==> src/rtl/fastcmd_frame_aligner.sv <==
// Purpose : recover the 8-bit frame boundary of the serial fast-command stream by locking onto IDLE_WORD.
// Latency : clk_sync_tx / cmd_word / cmd_valid are registered, visible one cycle after the frame's last bit.
// Backpr. : none; the stream is free-running and every output is a registered pulse or level.
//
// Ports:
//   clk         - bit-rate clock; din is sampled on its rising edge
//   n_reset     - asynchronous active-low reset
//   din         - serial command bit, MSB of each frame first
//   clk_sync_tx - one-cycle pulse per aligned frame while locked (drives downstream decoder enable)
//   cmd_word    - last aligned frame
//   cmd_valid   - one-cycle pulse when cmd_word is a non-IDLE frame taken while locked
//   locked      - high while the frame phase is locked
//   lock_lost   - one-cycle pulse when lock is dropped after too many non-IDLE frames
module fastcmd_frame_aligner #(
    parameter logic [7:0] IDLE_WORD    = 8'hAC,
    parameter int         LOCK_COUNT   = 4,
    parameter int         IDLE_TIMEOUT = 64
) (
    input  logic       clk,
    input  logic       n_reset,
    input  logic       din,
    output logic       clk_sync_tx,
    output logic [7:0] cmd_word,
    output logic       cmd_valid,
    output logic       locked,
    output logic       lock_lost
);

    localparam int TW = $clog2(IDLE_TIMEOUT + 1);

    typedef enum logic [1:0] {
        ST_HUNT   = 2'd0,
        ST_VERIFY = 2'd1,
        ST_LOCKED = 2'd2
    } state_t;

    state_t          state_q, state_d;
    logic [7:0]      sr_q, sr_d;
    logic [2:0]      phase_q, phase_d;
    logic [3:0]      match_q, match_d;
    logic [TW-1:0]   tmo_q, tmo_d;
    logic            sync_q, sync_d;
    logic [7:0]      word_q, word_d;
    logic            valid_q, valid_d;
    logic            locked_q, locked_d;
    logic            lost_q, lost_d;

    logic            idle_hit;
    logic            boundary;
    logic [3:0]      match_inc;
    logic [TW-1:0]   tmo_inc;

    always_comb begin
        // Every pattern decision looks at the window including this cycle's bit.
        sr_d      = {sr_q[6:0], din};
        idle_hit  = (sr_d == IDLE_WORD);
        boundary  = (phase_q == 3'd7);
        match_inc = match_q + 4'd1;
        // Saturating increment: the count must never wrap back below the timeout.
        tmo_inc   = (tmo_q == {TW{1'b1}}) ? tmo_q : tmo_q + {{(TW-1){1'b0}}, 1'b1};

        state_d  = state_q;
        phase_d  = phase_q + 3'd1;
        match_d  = match_q;
        tmo_d    = tmo_q;
        sync_d   = 1'b0;
        valid_d  = 1'b0;
        lost_d   = 1'b0;
        word_d   = word_q;
        locked_d = locked_q;

        case (state_q)
            ST_HUNT: begin
                if (idle_hit) begin
                    // Counter restarts so that it reads 7 exactly when the next frame completes.
                    phase_d = 3'd0;
                    match_d = 4'd1;
                    state_d = ST_VERIFY;
                end
            end

            ST_VERIFY: begin
                if (boundary) begin
                    if (idle_hit) begin
                        match_d = match_inc;
                        if (match_inc == 4'(LOCK_COUNT)) begin
                            // The locking frame already produces the first sync pulse.
                            state_d  = ST_LOCKED;
                            tmo_d    = '0;
                            sync_d   = 1'b1;
                            word_d   = sr_d;
                            locked_d = 1'b1;
                        end
                    end else begin
                        state_d = ST_HUNT;
                        match_d = 4'd0;
                    end
                end
            end

            ST_LOCKED: begin
                if (boundary) begin
                    sync_d = 1'b1;
                    word_d = sr_d;
                    if (idle_hit) begin
                        tmo_d = '0;
                    end else begin
                        valid_d = 1'b1;
                        tmo_d   = tmo_inc;
                        // The final frame still gets its sync/valid pulses.
                        if (tmo_inc == TW'(IDLE_TIMEOUT)) begin
                            state_d  = ST_HUNT;
                            lost_d   = 1'b1;
                            locked_d = 1'b0;
                        end
                    end
                end
            end

            default: begin
                state_d  = ST_HUNT;
                locked_d = 1'b0;
            end
        endcase
    end

    always_ff @(posedge clk or negedge n_reset) begin
        if (!n_reset) begin
            state_q  <= ST_HUNT;
            sr_q     <= 8'h00;
            phase_q  <= 3'd0;
            match_q  <= 4'd0;
            tmo_q    <= '0;
            sync_q   <= 1'b0;
            word_q   <= 8'h00;
            valid_q  <= 1'b0;
            locked_q <= 1'b0;
            lost_q   <= 1'b0;
        end else begin
            state_q  <= state_d;
            sr_q     <= sr_d;
            phase_q  <= phase_d;
            match_q  <= match_d;
            tmo_q    <= tmo_d;
            sync_q   <= sync_d;
            word_q   <= word_d;
            valid_q  <= valid_d;
            locked_q <= locked_d;
            lost_q   <= lost_d;
        end
    end

    assign clk_sync_tx = sync_q;
    assign cmd_word    = word_q;
    assign cmd_valid   = valid_q;
    assign locked      = locked_q;
    assign lock_lost   = lost_q;

endmodule

==> config.mk <==
export PLATFORM = sky130hd
export DESIGN_NAME = fastcmd_frame_aligner
export DESIGN_NICKNAME = d
export VERILOG_FILES = /design/src/rtl/fastcmd_frame_aligner.sv
export SDC_FILE = /design/constraint.sdc
export NUM_CORES = 1
export LEC_CHECK = 0
export ABC_AREA = 1
export CORE_MARGIN = 1
export CORE_UTILIZATION = 45
export CTS_CLUSTER_SIZE = 25
export DETAILED_ROUTE_END_ITERATION = 12
export DONT_BUFFER_PORTS = 1
export GPL_TIMING_DRIVEN = 1
export PLACE_DENSITY_LB_ADDON = 0.05
export SYNTH_ARGS = -nofsm -noshare
export SYNTH_HDL_FRONTEND = slang
export SYNTH_SLANG_ARGS = --single-unit
==> constraint.sdc <==
create_clock -name clk -period 1.7 [get_ports clk]
set_input_delay 0.34 -clock clk [delete_from_list [all_inputs] [get_ports clk]]
set_output_delay 0.34 -clock clk [all_outputs]
set_load 0.01 [all_outputs]
==> results.sh <==
export IMPL_setup_slack_ns=0.0404
export IMPL_drive_gt1_frac=0.315
export IMPL_start_util=0.473
export IMPL_ir_worst_vdd_mv=0.699
export IMPL_placed_cells=247
export IMPL_grt_total_usage=0.179
export IMPL_cts_buffer_depth=2
export IMPL_min_path_type="primary input to register"
export IMPL_worstPathArrival_ns=1.84
export IMPL_seq_area_frac_synth=0.499
export IMPL_grt_overflow_total=0
export IMPL_hold_viol=0
export IMPL_busiest_layer="met2"
export IMPL_grt_pass1_vias=1316
export IMPL_critPathTopFamily="simple AND/OR/NAND/NOR gates"
export IMPL_synth_enable_flop_cells=0
export IMPL_fin_crit_sh=0.976
export IMPL_ant_nets=0
export IMPL_p_per_area_nw_per_um2=1360
export IMPL_use_met3=0.0511
export IMPL_syn_num_nets=204
export IMPL_syn_avg_cell_area_um2=9.10
export IMPL_fmax_mhz=603
export IMPL_yosysWarningCount=0
export IMPL_numCtsBuffers=5
export IMPL_p_leak_nw=1.00
export IMPL_syn_instance_count=193
export IMPL_grt_max_degree=36
export IMPL_post_route_min_period_ns=1.66
export IMPL_cp_slowest_cell="dfrtp_1"
export IMPL_yosysTopAreaCellShare=0.499
export IMPL_fin_cells=261
export IMPL_vias_per_cell=4.96
export IMPL_crit_path_frequent_cell="nor2_4"
export IMPL_finalMaxSlewViolations=0
export IMPL_wl_per_cell_um=12.6
export IMPL_htree_levels=2
export IMPL_endpoint_kind="register"
export IMPL_core_um2=3720
export IMPL_place_hpwl_um=2270
export IMPL_ios=15
export IMPL_grt_pass1_wl_um=5620
export IMPL_antenna_found_initial=0
export IMPL_yosys_top_cells_count="nand2_1, dfrtp_1, inv_1, nand3_1"
export IMPL_path_cells="ha_2 > xor2_2 > nand3_2 > nor2_4 > nor2_4 > nor2_8 > buf_4 > o21ai_1"
export IMPL_skew_ns=0.0118
export IMPL_worst_pin_slew_ns=0.398
export IMPL_use_met1=0.218
export IMPL_path_class="register to register"
export IMPL_cp_num_buf_inv=1
export IMPL_first_pass_iters=4
export IMPL_cts_tree="built"
export IMPL_design_die_area_um2=4160
export IMPL_antenna_cells=0
export IMPL_yosys_cell_types_count=28
export IMPL_required_ns=1.88
export IMPL_clkTransAtPathRegs_ns=0.08
export IMPL_status="finished, final reports clean"
export IMPL_clock_latency_ns=0.29
export IMPL_clockRootBuffer="clkbuf_8"
export IMPL_die_h_um=64.5
export IMPL_area_growth_pct=19.4
export IMPL_setup_violations=0
export IMPL_async_flop_share=1.00
export IMPL_maxSlewHeadroom=0.733
export IMPL_die_w_um=64.5
export IMPL_routabilityCongestion=0.863
export IMPL_path_max_fanout=5
export IMPL_rsz0062_at_grt="yes"
export IMPL_drt_iter0_markers=82
export IMPL_portBuffers=0
export IMPL_ys_dominant_reg_cell="dfrtp_1"
export IMPL_synth_seq_cells=35
export IMPL_drv_cap=0
export IMPL_drc=0
export IMPL_finalSetupTns_ns=0
export IMPL_fin_nets=223
export IMPL_dr_total_vias=1294
export IMPL_gr_usage_met2=0.291
export IMPL_postRouteWirelength_um=3290
export IMPL_syn_area_um2=1760
export IMPL_worst_setup_path_start_kind="register"
export IMPL_cts_sinks=35
export IMPL_synth_area_top_cells="dfrtp_1, nand2_1, nand3_1"
export IMPL_slowest_delay_ns=0.41
export IMPL_synth_largest_area_cell="dfrtp_1"
export IMPL_preCtsSetupSlack_ns=-0.0425
export IMPL_rows=22
export IMPL_synth_most_common_cell="nand2_1"
==> worst paths after layout <==
check | startpoint | endpoint | slack [ns] | cells past startpoint
worst max-delay path | match_q[0] | tmo_q[4] | 0.04 | 8
worst min-delay path | din | sr_q[0] | 0.08 | 0
worst max register to register | match_q[0] | tmo_q[4] | 0.04 | 8
worst min register to register | sr_q[5] | sr_q[6] | 0.40 | 0
max in group asynchronous | n_reset | match_q[3] | 1.02 | 2
min in group asynchronous | n_reset | tmo_q[3] | 0.49 | 2
==> power breakdown <==
| part | total (mW) | internal [mW] | switching (mW) |
|---|---|---|---|
| Combinational | 0.995 | 0.405 | 0.590 |
| Clock | 0.607 | 0.292 | 0.314 |
| Sequential | 1.26 | 1.04 | 0.212 |
==> routing by layer <==
| metal | up-vias | part of all wire |
|---|---|---|
| li1 | 666 | - |
| met1 | 599 | 0.47 |
| met2 | 22 | 0.48 |
| met3 | 7 | 0.040 |
| met4 | 0 | 0.013 |
| met5 | - | 0 |
==> cell families (layout without fill, tap and decap cells) <==
kind of cell / after synthesis / count (layout) / share of synthesized area
adders and majority gates: 8 / 8 / 0.0570
muxes: 1 / 1 / 0.00641
xor gates and xnor gates: 2 / 2 / 0.00997
AOI/OAI and AO/OA: 23 / 23 / 0.0848
DFF: 35 / 35 / 0.499
and+or+nand+nor: 95 / 96 / 0.271
buffers and inverters: 29 / 48 / 0.0719
==> final cells by class <==
class	count	area, µm²
multi-input combinational	130	838
clock buffer	5	68.8
sequential	35	877
clock inverter	3	23.8
timing repair buffer	13	120
fill	361	1620
inverter	27	109
tap	48	60.1
==> layout by cell type (no fill, tap or decap), types with 5 or more instances in the layout <==
cell      instances
o21ai_0           5
nand3_2           6
ha_1              5
dfrtp_1          34
nor2_1            6
nand2_2           8
nand2_1          43
nor2_4            5
inv_1            19
clkbuf_8          5
nand3_1          16
o21ai_2           7
inv_2             7
buf_4             9
==> state kept, by name, indices dropped and copies added (netlist names) <==
register	cells
clk_sync_tx	1
cmd_valid	1
cmd_word	8
lock_lost	1
locked	1
match_q	4
phase_q	3
sr_q	7
state_q	2
tmo_q	7
==> stage by stage <==
stage                     utilization  cell area (µm²)  hold slack [ns]  total power [mW]
after floorplan                     -             1760           0.0444              1.92
after global placement          0.499             1850           0.0450              2.09
after detailed placement        0.499             1850           0.0453              2.11
after CTS                       0.541             2010           0.0686              2.79
after global routing            0.564             2100           0.0570              3.10
final                           0.564             2100           0.0828              2.86
==> timing repair <==
item	CTS	global route
hold buffers	2	0
endpoints found under the hold margin	35	0
cloned	1	0
resized for setup	1	24
pin swaps	1	17
setup buffers	2	1
endpoints found under the setup margin	11	20
Power figures use the tool's default switching activity.
